**src/rtl/mem_bus_arbiter_if.sv**
```systemverilog
// mem_bus_arbiter_if: cache-side and memory-side bus signals around the memory bus arbiter
// Ports (signals): ic_/dc_ command+addr, dc_data, mem2proc_response/data/tag in;
//   proc2mem_command/addr/data, ic_/dc_ response/rdata/tag, tag_error out (slave = arbiter view).
interface mem_bus_arbiter_if #(
    parameter int XLEN  = 32,
    parameter int TAG_W = 4
);
    logic [1:0]       ic_command;
    logic [XLEN-1:0]  ic_addr;
    logic [1:0]       dc_command;
    logic [XLEN-1:0]  dc_addr;
    logic [63:0]      dc_data;
    logic [TAG_W-1:0] mem2proc_response;
    logic [63:0]      mem2proc_data;
    logic [TAG_W-1:0] mem2proc_tag;
    logic [1:0]       proc2mem_command;
    logic [XLEN-1:0]  proc2mem_addr;
    logic [63:0]      proc2mem_data;
    logic [TAG_W-1:0] ic_response;
    logic [TAG_W-1:0] dc_response;
    logic [63:0]      ic_rdata;
    logic [63:0]      dc_rdata;
    logic [TAG_W-1:0] ic_tag;
    logic [TAG_W-1:0] dc_tag;
    logic             tag_error;
    modport slave (
        input  ic_command, ic_addr, dc_command, dc_addr, dc_data,
               mem2proc_response, mem2proc_data, mem2proc_tag,
        output proc2mem_command, proc2mem_addr, proc2mem_data,
               ic_response, dc_response, ic_rdata, dc_rdata, ic_tag, dc_tag, tag_error
    );
    modport master (
        output ic_command, ic_addr, dc_command, dc_addr, dc_data,
               mem2proc_response, mem2proc_data, mem2proc_tag,
        input  proc2mem_command, proc2mem_addr, proc2mem_data,
               ic_response, dc_response, ic_rdata, dc_rdata, ic_tag, dc_tag, tag_error
    );
endinterface

```
**src/rtl/mem_bus_arbiter.sv**
```systemverilog
// mem_bus_arbiter: shares the processor-memory bus between I-cache (0) and D-cache (1), routing load returns by tag
// Ports: clock; reset (synchronous, active-high); bus (mem_bus_arbiter_if.slave):
//   ic_/dc_ command/addr and dc_data in, proc2mem_* out to memory, mem2proc_* in from memory,
//   ic_/dc_ response/rdata/tag out to the caches, tag_error one-cycle registered pulse.
// Build option: MEM_ARB_ROUND_ROBIN_EN replaces fixed D-cache priority with round-robin.
module mem_bus_arbiter #(
    parameter int TAG_W    = 4,
    parameter int NUM_TAGS = 2**TAG_W - 1
) (
    input logic              clock,
    input logic              reset,
    mem_bus_arbiter_if.slave bus
);
    localparam logic [1:0] BUS_NONE = 2'd0;
    localparam logic [1:0] BUS_LOAD = 2'd1;
    logic ic_req, dc_req, any_req, base_grant, grant, lock_q, lock_id, err_q;
    logic ret_hit, ret_miss, accept, load_acc, dup;
    logic [1:0] cmd;
    logic [TAG_W-1:0] resp, rtag;
    logic [NUM_TAGS:0] valid, owner;
`ifdef MEM_ARB_ROUND_ROBIN_EN
    logic last_q;
`endif
    always_comb begin
        ic_req = bus.ic_command != BUS_NONE;
        dc_req = bus.dc_command != BUS_NONE;
        any_req = !reset && (ic_req || dc_req);
`ifdef MEM_ARB_ROUND_ROBIN_EN
        base_grant = (ic_req && dc_req) ? !last_q : dc_req;
`else
        base_grant = dc_req;
`endif
        // a requester whose last attempt was rejected keeps the bus while it keeps asking
        grant = (lock_q && (lock_id ? dc_req : ic_req)) ? lock_id : base_grant;
        cmd = any_req ? (grant ? bus.dc_command : bus.ic_command) : BUS_NONE;
        resp = any_req ? bus.mem2proc_response : '0;
        rtag = reset ? '0 : bus.mem2proc_tag;
        ret_hit = rtag != '0 && valid[rtag];
        ret_miss = rtag != '0 && !valid[rtag];
        accept = resp != '0;
        load_acc = accept && cmd == BUS_LOAD;
        // a tag retiring in the same cycle it is reissued is not a collision
        dup = load_acc && valid[resp] && !(ret_hit && rtag == resp);
    end
    assign bus.proc2mem_command = cmd;
    assign bus.proc2mem_addr = any_req ? (grant ? bus.dc_addr : bus.ic_addr) : '0;
    assign bus.proc2mem_data = (any_req && grant) ? bus.dc_data : '0;
    assign bus.ic_response = grant ? '0 : resp;
    assign bus.dc_response = grant ? resp : '0;
    assign bus.ic_rdata = bus.mem2proc_data;
    assign bus.dc_rdata = bus.mem2proc_data;
    assign bus.ic_tag = (ret_hit && !owner[rtag]) ? rtag : '0;
    assign bus.dc_tag = (ret_hit && owner[rtag]) ? rtag : '0;
    assign bus.tag_error = err_q;
    always_ff @(posedge clock) begin
        if (reset) begin
            valid <= '0;
            owner <= '0;
            lock_q <= 1'b0;
            lock_id <= 1'b0;
            err_q <= 1'b0;
`ifdef MEM_ARB_ROUND_ROBIN_EN
            last_q <= 1'b0;
`endif
        end else begin
            lock_q <= any_req && !accept;
            lock_id <= grant;
            err_q <= ret_miss || dup;
            // later assignment wins, so a same-cycle reissue leaves the entry valid
            if (ret_hit) valid[rtag] <= 1'b0;
            if (load_acc) begin
                valid[resp] <= 1'b1;
                owner[resp] <= grant;
            end
`ifdef MEM_ARB_ROUND_ROBIN_EN
            if (accept) last_q <= grant;
`endif
        end
    end
endmodule

```
**src/flat_wrapper.sv**
```systemverilog
// flat-port wrapper written by rule: the top's interface ports become plain ports
module mem_bus_arbiter_flat 
#(
    parameter int TAG_W    = 4,
    parameter int NUM_TAGS = 2**TAG_W - 1
)
  (clock, reset, bus_ic_command, bus_ic_addr, bus_dc_command, bus_dc_addr, bus_dc_data, bus_mem2proc_response, bus_mem2proc_data, bus_mem2proc_tag, bus_proc2mem_command, bus_proc2mem_addr, bus_proc2mem_data, bus_ic_response, bus_dc_response, bus_ic_rdata, bus_dc_rdata, bus_ic_tag, bus_dc_tag, bus_tag_error);
  mem_bus_arbiter_if #(.XLEN(32), .TAG_W(TAG_W)) bus_i ();
  input logic clock;
  input logic reset;
  input wire logic [$bits(bus_i.ic_command)-1:0] bus_ic_command;
  input wire logic [$bits(bus_i.ic_addr)-1:0] bus_ic_addr;
  input wire logic [$bits(bus_i.dc_command)-1:0] bus_dc_command;
  input wire logic [$bits(bus_i.dc_addr)-1:0] bus_dc_addr;
  input wire logic [$bits(bus_i.dc_data)-1:0] bus_dc_data;
  input wire logic [$bits(bus_i.mem2proc_response)-1:0] bus_mem2proc_response;
  input wire logic [$bits(bus_i.mem2proc_data)-1:0] bus_mem2proc_data;
  input wire logic [$bits(bus_i.mem2proc_tag)-1:0] bus_mem2proc_tag;
  output wire logic [$bits(bus_i.proc2mem_command)-1:0] bus_proc2mem_command;
  output wire logic [$bits(bus_i.proc2mem_addr)-1:0] bus_proc2mem_addr;
  output wire logic [$bits(bus_i.proc2mem_data)-1:0] bus_proc2mem_data;
  output wire logic [$bits(bus_i.ic_response)-1:0] bus_ic_response;
  output wire logic [$bits(bus_i.dc_response)-1:0] bus_dc_response;
  output wire logic [$bits(bus_i.ic_rdata)-1:0] bus_ic_rdata;
  output wire logic [$bits(bus_i.dc_rdata)-1:0] bus_dc_rdata;
  output wire logic [$bits(bus_i.ic_tag)-1:0] bus_ic_tag;
  output wire logic [$bits(bus_i.dc_tag)-1:0] bus_dc_tag;
  output wire logic [$bits(bus_i.tag_error)-1:0] bus_tag_error;
  assign bus_i.ic_command = bus_ic_command;
  assign bus_i.ic_addr = bus_ic_addr;
  assign bus_i.dc_command = bus_dc_command;
  assign bus_i.dc_addr = bus_dc_addr;
  assign bus_i.dc_data = bus_dc_data;
  assign bus_i.mem2proc_response = bus_mem2proc_response;
  assign bus_i.mem2proc_data = bus_mem2proc_data;
  assign bus_i.mem2proc_tag = bus_mem2proc_tag;
  assign bus_proc2mem_command = bus_i.proc2mem_command;
  assign bus_proc2mem_addr = bus_i.proc2mem_addr;
  assign bus_proc2mem_data = bus_i.proc2mem_data;
  assign bus_ic_response = bus_i.ic_response;
  assign bus_dc_response = bus_i.dc_response;
  assign bus_ic_rdata = bus_i.ic_rdata;
  assign bus_dc_rdata = bus_i.dc_rdata;
  assign bus_ic_tag = bus_i.ic_tag;
  assign bus_dc_tag = bus_i.dc_tag;
  assign bus_tag_error = bus_i.tag_error;
  mem_bus_arbiter #(.TAG_W(TAG_W), .NUM_TAGS(NUM_TAGS)) u_core (.clock(clock), .reset(reset), .bus(bus_i));
endmodule
```
**config.mk**
```make
export PLATFORM = sky130hd
export DESIGN_NAME = mem_bus_arbiter_flat
export DESIGN_NICKNAME = d
export VERILOG_FILES = /design/src/rtl/mem_bus_arbiter_if.sv /design/src/rtl/mem_bus_arbiter.sv /design/src/flat_wrapper.sv
export SDC_FILE = /design/constraint.sdc
export NUM_CORES = 1
export LEC_CHECK = 0
export ABC_AREA = 1
export ABC_CLOCK_PERIOD_IN_PS = 1500
export CORE_AREA = 2 2 174 176
export DETAILED_ROUTE_END_ITERATION = 6
export DIE_AREA = 0 0 176 178
export PLACE_DENSITY = 0.52
export SLEW_MARGIN = 20
export SYNTH_ARGS = -nofsm -noshare
export SYNTH_HDL_FRONTEND = slang
export SYNTH_SLANG_ARGS = --single-unit
```
**constraint.sdc**
```tcl
create_clock -name clock -period 1.5 [get_ports clock]
set_input_delay 0.15 -clock clock [delete_from_list [all_inputs] [get_ports clock]]
set_output_delay 0.15 -clock clock [all_outputs]
set_load 0.02 [all_outputs]
```
# Word level (Yosys, flattened, before mapping)
# Cells that the tools add are included.
dict set report op_classes {
  magnitude_cmp 4
  n_eq_ne 2
  n_mux 27
  n_bitwise 3
  reduce_logical 25
}
# op n
set ops {}
lappend ops {{$mux W32} 2}
lappend ops {{$mux W64} 1}
lappend ops {{$mux W16} 3}
lappend ops {{$mux W4} 6}
lappend ops {{$and A16 B16 Y16} 1}
lappend ops {{$bwmux W16} 1}
lappend ops {{$not A16 Y16} 1}
lappend ops {{$or A16 B16 Y16} 1}
lappend ops {{$logic_and A1 B1 Y1} 14}
lappend ops {{$bmux W1 S4} 3}
lappend ops {{$lt A4 B5 Y1 const B} 2}
lappend ops {{$demux W1 S4} 2}
lappend ops {{$ge A4 B1 Y1 const B} 2}
lappend ops {{$reduce_bool A4 Y1} 2}
lappend ops {{$mux W1} 7}
lappend ops {{$logic_not A1 Y1} 5}
lappend ops {{$eq A4 B4 Y1} 1}
lappend ops {{$mux W2} 2}
lappend ops {{$reduce_bool A2 Y1} 2}
lappend ops {{$eq A2 B1 Y1 const B} 1}
lappend ops {{$logic_or A1 B1 Y1} 2}
dict set report totals {
  ff_bits 35
  in_bits 206
  out_inout_bits 243
  word_cells 66
}

# Logic depth before layout (Yosys ltp)
# Gate-level depths: netlist (run 1).
dict set report logic_depth {
  word_depth 11
  ltp_mapped 14
  ltp_nobuf 13
}

# Worst setup path before layout (run 1)
# No wires, ideal clock.
dict set report synth_timing {
  path_type {reg2reg}
  startpoint {register u_core.lock_q}
  endpoint {register u_core.owner[6]}
  setup_time_ns 0.136
  arrival_time_ns 1.516
  required_ns 1.364
  setup_slack_ns -0.152
  path_stages_with_launch 11
  path_buffers 1
  synth_period_minus_slack_ns 1.652
  path_cell_list {dfxtp_1 > inv_1 > nor2_1 > a21oi_2 > o21ai_2 > inv_1 > nor2_2 > nor2_8 > buf_8 > nand3_1 > a21oi_2}
}
dict set report synth_via {
  elab_chain_cells 6
  word_cells_on_any_way 7
  classes_between {1 x eq/ne; 4 x mux; 2 x reduce/logical}
}
# element line_no
set synth_rtl {}
lappend synth_rtl {{start, declared} mem_bus_arbiter.sv:16} ;# logic ic_req, dc_req, any_req, base_grant, grant, lock_q, lock_id, err_q;
lappend synth_rtl {{start signal, assigned} mem_bus_arbiter.sv:66} ;# lock_q <= any_req && !accept;
lappend synth_rtl {{$logic_and A1 B1 Y1} mem_bus_arbiter.sv:34} ;# grant = (lock_q && (lock_id ? dc_req : ic_req)) ? lock_id : base_grant;
lappend synth_rtl {{$mux W1} mem_bus_arbiter.sv:34}
lappend synth_rtl {{$mux W2 (2 in series)} mem_bus_arbiter.sv:35} ;# cmd = any_req ? (grant ? bus.dc_command : bus.ic_command) : BUS_NONE;
lappend synth_rtl {{net bus_proc2mem_command[1]} flat_wrapper.sv:19} ;# output wire logic [$bits(bus_i.proc2mem_command)-1:0] bus_proc2mem_command;
lappend synth_rtl {{$eq A2 B1 Y1} mem_bus_arbiter.sv:41} ;# load_acc = accept && cmd == BUS_LOAD;
lappend synth_rtl {{$logic_and A1 B1 Y1} mem_bus_arbiter.sv:41}
lappend synth_rtl {{end signal, assigned by index} mem_bus_arbiter.sv:73} ;# owner[resp] <= grant;
lappend synth_rtl {{end, declared} mem_bus_arbiter.sv:20} ;# logic [NUM_TAGS:0] valid, owner;
# The timed path passes the listed nets, and every way through them passes these cells.
# A chain may end at the register's enable or synchronous reset.

# Worst setup path in the final report (run 1)
dict set report layout_timing {
  startpoint {register u_core.lock_q}
  endpoint {output bus_proc2mem_command[1]}
}
dict set report layout_via {
  elab_chain_cells 4
}
# element line_no
set layout_rtl {}
lappend layout_rtl {{$logic_and A1 B1 Y1} mem_bus_arbiter.sv:34}
lappend layout_rtl {{$mux W1} mem_bus_arbiter.sv:34}
lappend layout_rtl {{$mux W2 (2 in series)} mem_bus_arbiter.sv:35}
lappend layout_rtl {{end, declared} flat_wrapper.sv:19}
# Every way passes these cells.

==> flow_metrics.py, run 1 <==
metrics = {
    "layout": {
        "drive_above_1_share_pct": 51.9,
        "nFillCells": 3143,
        "layout_common_cells": "143 x buf_4, 133 x clkdlybuf4s50_1, 101 x buf_6",
        "layout_commonest_cell": "buf_4",
        "fin_util_pct": 31.2,
        "num-nets-final": 1228,
        "antenna_cells": 0,
        "syn_to_final_growth_pct": 104,
    },
    "yosys": {
        "yosysSeqAreaShare_pct": 15.5,
        "ys_types": 30,
        "ys_ff_latch": 35,
        "postSynthCellCount": 759,
        "yosys_warnings": 0,
        "synthesis.nets": 965,
        "synth.avg_cell_area_sq_um": 5.94,
        "netlist_area_sq_um": 4510,
    },
    "die": {
        "die-area_sq_um": 31300,
        "die_x_um": 176,
        "die_y_um": 178,
        "top_level_ports": 449,
        "row_count": 63,
        "start_util_pct": 15.3,
        "core_sq_um": 29400,
    },
    "setup_path": {
        "r2r-start": "u_core.lock_q$_SDFF_PP0_",
        "worstSetupStartpointType": "flip-flop",
        "r2r_cells": 15,
        "crit_path_max_fanout": 3,
        "crit_slowest_cell": "dfxtp_1",
        "regToRegSetupSlack_ps": -390,
        "cp_data_arrival_time_ps": 1760,
        "cp-end-kind": "output pin",
        "slowest_delay_ps": 310,
        "criticalPathCategory": "reg -> out",
        "critPathTopFamily": "buffers and inverters",
        "path_buf_inv": 7,
        "path_cells": "inv_1 -> nor2_2 -> buf_6 -> a21oi_4 -> buf_12 -> buf_16 -> o21ai_4 -> inv_2 -> nor2_4 -> buf_6 -> buf_12",
        "r2r-end": "u_core.bus.tag_error$_SDFF_PP0_",
        "cp_data_required_time_ps": 1350,
    },
    "hold_path": {
        "whs_endpoint": "u_core.owner[14]$_SDFFE_PP0P_",
        "hp-class": "in -> reg",
        "min_path_cells": 3,
        "hp-start": "reset",
    },
    "sta": {
        "hold_viol": 0,
        "whs_ps": 211,
        "fin_crit_sh_pct": 127,
        "relSlewSlack_pct": 65.9,
        "skew_ps": 8.44,
        "post-route-min-period_ps": 1910,
        "final.setup.worst_slack_ps": -408,
        "worst_pin_slew_ps": 509,
        "rsz0062_at_grt": "true",
        "maxSlewViolCount": 0,
        "max_freq_mhz": 524,
        "setup_viol": 145,
    },
    "pwr": {
        "power.density_nw_per_um2": 553,
        "intPower_mw": 3.27,
        "p_switching_mw": 1.81,
        "ir_drop_uv": 444,
        "p_clk_share_pct": 27.3,
        "seqPwrFrac_pct": 18.7,
        "power_switching_share_pct": 35.6,
        "p_leak_nw": 4.06,
        "power_frac_comb_pct": 54.0,
    },
    "clocking": {
        "cts.sinks": 35,
        "postCtsHoldBufs": 0,
        "clk_pin_slew_ps": 60,
        "h-tree-depth": 2,
        "cts_root_buffer": "clkbuf_16",
        "cts_tree": "yes",
        "clk_latency_ps": 280,
        "clockBufferDepth": 2,
        "numCtsBuffers": 5,
    },
    "grt": {
        "grt_max_degree": 34,
        "grt_overflow": 0,
        "grt_pass1_wl_mm": 32.8,
        "grt.total_usage_pct": 13.8,
        "antenna_found_initial": 5,
        "grt_pass1_vias": 5460,
    },
    "detailed_routing": {
        "dr_total_vias": 5443,
        "routed_wirelength_mm": 22.4,
        "first_pass_iters": 4,
        "drc": 0,
        "viasPerCell": 3.85,
        "routedWlPerCell_um": 15.9,
        "drt-initial-drc-count": 342,
        "ant_nets": 0,
    },
    "placed_design": {
        "numPortBuffers": 256,
        "place.gp.congestion": 0.894,
        "hpwl_mm": 17.2,
        "place_ws_ps": -1080,
    },
    "run_status": {
        "status": "finished with violations",
        "failed_checks": "negative setup slack",
    },
    "job": {
        "cap_violations": 0,
    },
}
worst max path at each step:
stage,end,cells past startpoint,slack [ps],from
2_1_floorplan,u_core.owner[6]$_SDFFE_PP0P_,11,-40,u_core.lock_q$_SDFF_PP0_
3_3_place_gp,bus_dc_tag[3],14,-1060,reset
3_5_place_dp,bus_ic_tag[2],13,-1080,reset
4_1_cts,bus_proc2mem_data[46],10,-360,u_core.lock_q$_SDFF_PP0_
5_1_grt,bus_proc2mem_command[1],11,-480,u_core.lock_q$_SDFF_PP0_
6_report,bus_proc2mem_command[1],11,-410,u_core.lock_q$_SDFF_PP0_
area by class of cell:
type | count | area, sq um | share of cell area [%]
clock buffer | 5 | 125 | 1.36
clock inverter | 3 | 67.6 | 0.736
inverter | 112 | 453 | 4.93
multi-input combinational | 455 | 3150 | 34.3
sequential | 35 | 713 | 7.77
tap | 390 | 488 | 5.31
timing repair buffer | 413 | 4190 | 45.6
sequential cells by signal (all words and copies together), names as in the netlist:
| register | cells |
|---|---|
| u_core.bus.tag_error | 1 |
| u_core.lock_id | 1 |
| u_core.lock_q | 1 |
| u_core.owner | 16 |
| u_core.valid | 16 |
synth_stat cells (all sizes together):
cell / n / area [sq um]
a21oi: 39 / 233
buf: 147 / 1100
clkbuf: 10 / 37.5
clkinv: 3 / 22.5
dfxtp: 35 / 701
inv: 109 / 412
nand2: 118 / 513
nand3: 47 / 353
nand4: 9 / 56.3
nor2: 188 / 787
nor3: 5 / 40.0
o21ai: 49 / 257
stage by stage:
stage	power, mW	instance area, sq um	setup TNS (ps)	std cells
2_1_floorplan	2.39	4590	-358	759
3_3_place_gp	3.04	7320	-122320	1352
3_5_place_dp	3.04	7320	-117200	1352
4_1_cts	4.76	8240	-35290	1395
5_1_grt	5.30	9180	-56190	1413
6_report	5.08	9180	-44310	1413
worst min-delay path: stages:
cell and delay (ps):
buf_6 90, buf_6 180, a21oi_2 40
kinds of logic after synthesis:
logic type             Yosys count  share of synthesized area [%]
DFF                             35                           15.5
and+or+nand+nor                367                           38.8
buffers and inverters          269                           34.8
AOI/OAI and AO/OA               88                           10.9
metal layers:
metal	vias up	track usage (%)	routed length, um
met3	39	3.75	1930
met4	10	3.68	377
met2	218	24.3	11500
li1	2718	-	-
met1	2458	16.5	8570
met5	-	0.801	67
power by group through the flow:
stage / logic [mW] / registers, mW / clock network (mW)
4_1_cts: 2.42 / 0.950 / 1.39
2_1_floorplan: 1.42 / 0.974 / 0
3_5_place_dp: 2.07 / 0.970 / 0
5_1_grt: 2.92 / 0.950 / 1.43
6_report: 2.74 / 0.950 / 1.38
3_3_place_gp: 2.07 / 0.970 / 0
timing repair:
item                                    CTS  global route
setup buffers                            30            18
hold endpoints to repair                  0             0
endpoints found under the setup margin  146           146
gates resized for setup                 705           201
gates cloned                              7             4
pin swaps                                50            25
Note: power is estimated with default switching activity, not from simulation.
==> inputs of run 2 (changes only) <==
ABC_CLOCK_PERIOD_IN_PS = 2000   (was 1500)
CORE_AREA = 2 2 173 175   (was 2 2 174 176)
DIE_AREA = 0 0 175 177   (was 0 0 176 178)
GPL_ROUTABILITY_DRIVEN = 0   (was not set)
PLACE_DENSITY = 0.51   (was 0.52)
SKIP_LAST_GASP = 1   (was not set)
clock period = 2 ns   (was 1.5 ns; I/O delays follow)
==> run 2 against run 1 <==
Effect of this change: largest cell class unchanged; the flow now finishes without violations; utilization fell by 3.5 points; clock skew shrank 5.4 ps; global-route usage grew 0.33 points; critical path depth is 5 higher; power shrank 30%; clock power down 25%; final cell count is 3.0% lower; sequential cell count is the same; critical path type is now reg -> reg; combinational power fell by 34%.
==> flow_metrics.py, run 2 (synthesized netlist as in run 1, its figures left out) <==
metrics = {
    "run_status": {
        "status": "finished clean",
    },
    "placed_design": {
        "dp_cells": 1340,
        "hpwl_mm": 18.8,
        "numPortBuffers": 256,
    },
    "sta": {
        "rsz0062_at_grt": "true",
        "relSlewSlack_pct": 72.2,
        "post-route-min-period_ps": 1980,
        "max_freq_mhz": 504,
        "worst_pin_slew_ps": 415,
        "fin_crit_sh_pct": 99.2,
        "maxSlewViolCount": 0,
        "setup_viol": 0,
        "skew_ps": 3.08,
        "hold_viol": 0,
    },
    "detailed_routing": {
        "dr_total_vias": 5341,
        "drt-initial-drc-count": 330,
        "routedWlPerCell_um": 16.5,
        "viasPerCell": 3.90,
        "drc": 0,
        "routed_wirelength_mm": 22.6,
        "ant_nets": 0,
        "first_pass_iters": 5,
    },
    "die": {
        "row_count": 63,
        "top_level_ports": 449,
        "die-area_sq_um": 31000,
        "die_x_um": 175,
        "die_y_um": 177,
        "core_sq_um": 29200,
        "start_util_pct": 15.4,
    },
    "pwr": {
        "power.density_nw_per_um2": 440,
        "p_leak_nw": 3.73,
        "ir_drop_uv": 309,
    },
    "grt": {
        "grt_pass1_vias": 5278,
        "grt_max_degree": 19,
        "grt_overflow": 0,
        "antenna_found_initial": 0,
        "grt_pass1_wl_mm": 32.7,
        "grt.total_usage_pct": 14.1,
    },
    "setup_path": {
        "worstSetupStartpointType": "flip-flop",
        "crit_path_max_fanout": 5,
        "criticalPathCategory": "reg -> reg",
        "cp_data_arrival_time_ps": 2150,
        "cp-end-kind": "flip-flop",
        "cp_data_required_time_ps": 2170,
    },
    "clocking": {
        "clockBufferDepth": 2,
        "cts_tree": "yes",
        "cts.sinks": 35,
        "h-tree-depth": 2,
        "clk_latency_ps": 280,
        "clk_pin_slew_ps": 60,
        "cts_root_buffer": "clkbuf_16",
        "postCtsHoldBufs": 0,
        "numCtsBuffers": 5,
    },
    "layout": {
        "antenna_cells": 0,
        "final_cells": 1371,
        "layout_common_cells": "133 x nor2_1, 133 x clkdlybuf4s50_1, 98 x buf_4",
        "ff_latch_area_sq_um": 702,
        "syn_to_final_growth_pct": 79.9,
        "fin_util_pct": 27.7,
        "nFillCells": 3264,
        "multi_input_area_sq_um": 2610,
        "reg.largest.list": "u_core.owner: 16 flops, u_core.valid: 16 flops",
        "num-nets-final": 1186,
        "drive_above_1_share_pct": 38.1,
    },
    "job": {
        "cap_violations": 0,
    },
    "hold_path": {
        "hp-class": "in -> reg",
    },
}
-- run 2: per-layer routing --
layer	share of wire [%]	global-route usage [%]	routed length, um	vias to the layer above
li1	-	-	-	2628
met1	43	18.7	9640	2403
met2	46	22.8	10500	255
met3	8.4	2.92	1890	53
met4	2.7	4.83	605	2
met5	0.14	0.801	32	-
-- run 2: final timing paths --
check	from	endpoint	slack [ps]	cells past startpoint
worst max-delay path	u_core.lock_q$_SDFF_PP0_	u_core.owner[4]$_SDFFE_PP0P_	20	16
worst min-delay path	reset	u_core.owner[0]$_SDFFE_PP0P_	330	3
worst min register to register	u_core.valid[8]$_SDFF_PP0_	u_core.valid[8]$_SDFF_PP0_	460	2
worst max register to register	u_core.lock_q$_SDFF_PP0_	u_core.owner[4]$_SDFFE_PP0P_	20	16
-- run 2: cell type report --
cell class	instances	share of cell area (%)
Inverter	112	5.43
Sequential cell	35	8.65
Timing Repair Buffer	371	45.4
Multi-Input combinational cell	455	32.1
Clock inverter	3	0.833
Clock buffer	5	1.54
Tap cell	390	6.02
-- run 2: where the power goes --
group	switching (mW)	internal, mW	total [mW]
Clock	0.318	0.714	1.03
Combinational	0.913	0.910	1.82
Sequential	0.00551	0.708	0.714
-- run 2: what timing repair did --
item / 4_1_cts / 5_1_grt
setup buffers: 12 / 7
resized for setup: 307 / 219
cloned: 6 / 2
endpoints found under the setup margin: 134 / 133
pin swaps: 11 / 23
-- run 2: stage by stage --
stage / worst slack, ps / TNS [ps] / instance area (sq um) / power [mW] / hold WS [ps]
floorplan: 335 / 0 / 4510 / 1.77 / 391
global placement: -634 / -53470 / 7310 / 2.35 / 400
detailed placement: -663 / -52990 / 7310 / 2.35 / 400
CTS: -106 / -2770 / 7900 / 3.49 / 400
global route: -75.2 / -892 / 8110 / 3.74 / 362
finish: 16.7 / 0 / 8110 / 3.57 / 325
-- run 2: critical path, stage by stage, from the launching register on --
cell and delay, ps:
dfxtp_1 300, inv_2 60, nor2_4 40, buf_4 130
a21oi_4 200, buf_12 150, buf_8 100, o21ai_4 50
inv_2 50, nor2_2 30, buf_6 110, buf_4 140
nor2_8 170, buf_12 140, nand2_2 60, nand2_2 90
a21oi_2 40
==> inputs of run 3 (changes only) <==
ABC_CLOCK_PERIOD_IN_PS = 2290   (was 2000)
CORE_AREA = 2 2 175 177   (was 2 2 173 175)
DIE_AREA = 0 0 177 179   (was 0 0 175 177)
PLACE_DENSITY = 0.5   (was 0.51)
clock period = 2.29 ns   (was 2 ns; I/O delays follow)
==> run 3 against run 2 <==
Effect of this change: sequential share of layout area grew 1.5 points; final cell count is 3.6% lower; wire length down 9.3%; power decreased by 28%; non-clock buffer count down 56; design area down 15%; critical endpoint is now bus_proc2mem_command[1].
==> flow_metrics.py, run 3 (synthesized netlist as in run 1, its figures left out) <==
metrics = {
    "pwr": {
        "intPower_mw": 1.59,
        "power_switching_share_pct": 38.1,
        "power.density_nw_per_um2": 371,
        "p_leak_nw": 3.27,
        "ir_drop_uv": 212,
        "power_frac_comb_pct": 48.3,
        "total_power_mw": 2.57,
        "seqPwrFrac_pct": 24.2,
        "p_switching_mw": 0.979,
        "p_clk_share_pct": 27.4,
    },
    "layout": {
        "reg.largest.list": "u_core.owner: 16 flops, u_core.valid: 16 flops",
        "layout_common_cells": "166 x nor2_1, 139 x clkdlybuf4s50_1, 106 x nand2_1",
        "num-nets-final": 1130,
        "ff_latch_area_sq_um": 701,
        "design_area_sq_um": 6920,
        "nFillCells": 3458,
        "layout_commonest_cell": "nor2_1",
        "multi_input_area_sq_um": 2290,
        "fin_util_pct": 23.0,
        "drive_above_1_share_pct": 23.8,
        "syn_to_final_growth_pct": 53.4,
        "antenna_cells": 0,
        "final_cells": 1321,
    },
    "setup_path": {
        "cp-startpoint": "bus_dc_command[1]",
        "crit_path_max_fanout": 11,
        "r2r-start": "u_core.lock_q$_SDFF_PP0_",
        "cp_data_arrival_time_ps": 2010,
        "cp-end-kind": "output pin",
        "path_buf_inv": 5,
        "path_cells": "clkdlybuf4s50_1 -> nor2_2 -> a21oi_4 -> buf_4 -> o21ai_2 -> inv_1 -> nor2_2 -> buf_4 -> buf_12",
        "critPathTopFamily": "buffers and inverters",
        "r2r_cells": 13,
        "worstSetupStartpointType": "primary input",
        "regToRegSetupSlack_ps": 420,
        "r2r-end": "u_core.bus.tag_error$_SDFF_PP0_",
        "path_depth": 9,
        "crit_slowest_cell": "clkdlybuf4s50_1",
        "slowest_delay_ps": 500,
        "cp_data_required_time_ps": 2060,
        "criticalPathCategory": "in -> out",
    },
    "sta": {
        "skew_ps": 6.41,
        "max_freq_mhz": 446,
        "worst_pin_slew_ps": 514,
        "rsz0062_at_grt": "true",
        "relSlewSlack_pct": 65.6,
        "post-route-min-period_ps": 2240,
        "setup_viol": 0,
        "fin_crit_sh_pct": 97.8,
        "maxSlewViolCount": 0,
        "hold_viol": 0,
    },
    "clocking": {
        "h-tree-depth": 2,
        "clockBufferDepth": 2,
        "clk_latency_ps": 290,
        "cts.sinks": 35,
        "cts_tree": "yes",
        "numCtsBuffers": 5,
        "postCtsHoldBufs": 0,
        "cts_root_buffer": "clkbuf_16",
        "postCtsSetupBuffers": 0,
    },
    "die": {
        "die_x_um": 177,
        "start_util_pct": 15.0,
        "core_sq_um": 30000,
        "top_level_ports": 449,
        "die-area_sq_um": 31700,
        "die_y_um": 179,
        "row_count": 64,
    },
    "hold_path": {
        "whs_endpoint": "bus_dc_rdata[22]",
        "min_path_cells": 0,
        "hp-start": "bus_mem2proc_data[22]",
        "hp-class": "in -> out",
    },
    "detailed_routing": {
        "viasPerCell": 3.77,
        "drc": 0,
        "ant_nets": 0,
        "drt-initial-drc-count": 203,
        "dr_total_vias": 4983,
        "routedWlPerCell_um": 15.5,
        "routed_wirelength_mm": 20.5,
        "first_pass_iters": 5,
    },
    "job": {
        "cap_violations": 0,
    },
    "placed_design": {
        "placed_area_sq_um": 6950,
        "dp_cells": 1311,
        "hpwl_mm": 17.3,
        "numPortBuffers": 256,
    },
    "grt": {
        "grt_use_met2_pct": 22.4,
        "grt.total_usage_pct": 12.4,
        "grt_pass1_wl_mm": 29.8,
        "busiest_layer": "met2",
        "met3_usage_pct": 2.84,
        "grt_max_degree": 53,
        "grt_overflow": 0,
        "met1_usage_pct": 14.2,
        "grt_pass1_vias": 4953,
        "antenna_found_initial": 0,
    },
    "run_status": {
        "status": "finished clean",
    },
}
[run 3: cell types whose count changed in the layout (fill, tap and decap cells not counted), sizes merged, moves of 2 or more]
cell | before | now
bufbuf | 4 | 0
clkbuf | 16 | 51
buf | 209 | 83
bufinv | 2 | 0
dlymetal6s2s | 1 | 4
clkdlybuf4s15 | 1 | 6
dlygate4sd2 | 12 | 37
clkdlybuf4s50 | 133 | 139
[run 3: final cells by class]
class                           count  share of cell area, %
Timing Repair Buffer              315                   41.1
Multi-Input combinational cell    455                   33.1
Sequential cell                    35                   10.1
Tap cell                          396                   7.16
Inverter                          112                   6.31
Clock buffer                        5                   1.81
Clock inverter                      3                  0.344
[run 3: worst register-to-register path: stages, from the launching register on]
cell,delay [ps]
dfxtp_1,300
inv_1,90
nor2_4,50
nand2_1,110
o21ai_4,100
buf_6,170
nand2_1,110
nand3_4,70
clkinv_2,60
buf_4,110
nand2_4,60
nor2_8,260
nand2_1,180
o21ai_2,160
[run 3: worst max path at each step]
| stage | end | slack, ps |
|---|---|---|
| after floorplan | bus_proc2mem_addr[10] | 600 |
| after global placement | bus_proc2mem_data[49] | -400 |
| after detailed placement | bus_dc_tag[3] | -410 |
| after CTS | bus_dc_tag[3] | -100 |
| after global routing | bus_proc2mem_command[1] | -120 |
| final | bus_proc2mem_command[1] | 50 |
[run 3: per-layer routing]
layer | vias to the layer above | share of wire (%)
met3 | 51 | 7.4
met2 | 212 | 50
met1 | 2203 | 39
met4 | 0 | 3.1
met5 | - | 0
li1 | 2517 | -
[run 3: power groups by stage]
stage                     registers [mW]  logic, mW  clock network (mW)
final                              0.622       1.24               0.705
after global placement             0.635       1.31                   0
after CTS                          0.622       1.24               0.716
after detailed placement           0.635       1.30                   0
after floorplan                    0.638      0.904                   0
after global routing               0.623       1.35               0.740
[run 3: through the flow]
step	setup TNS, ps	hold slack (ps)	worst slack (ps)
after CTS	-1330	458	-98.5
after floorplan	0	410	596
after global routing	-130	458	-124
after detailed placement	-19630	456	-407
after global placement	-23780	454	-395
final	0	458	50.2
[run 3: what timing repair did]
item / 4_1_cts / 5_1_grt
cloned: 0 / 2
gates resized for setup: 124 / 106
setup endpoints to repair: 107 / 74
endpoints found under the hold margin: 0 / 0
pin swaps: 1 / 3
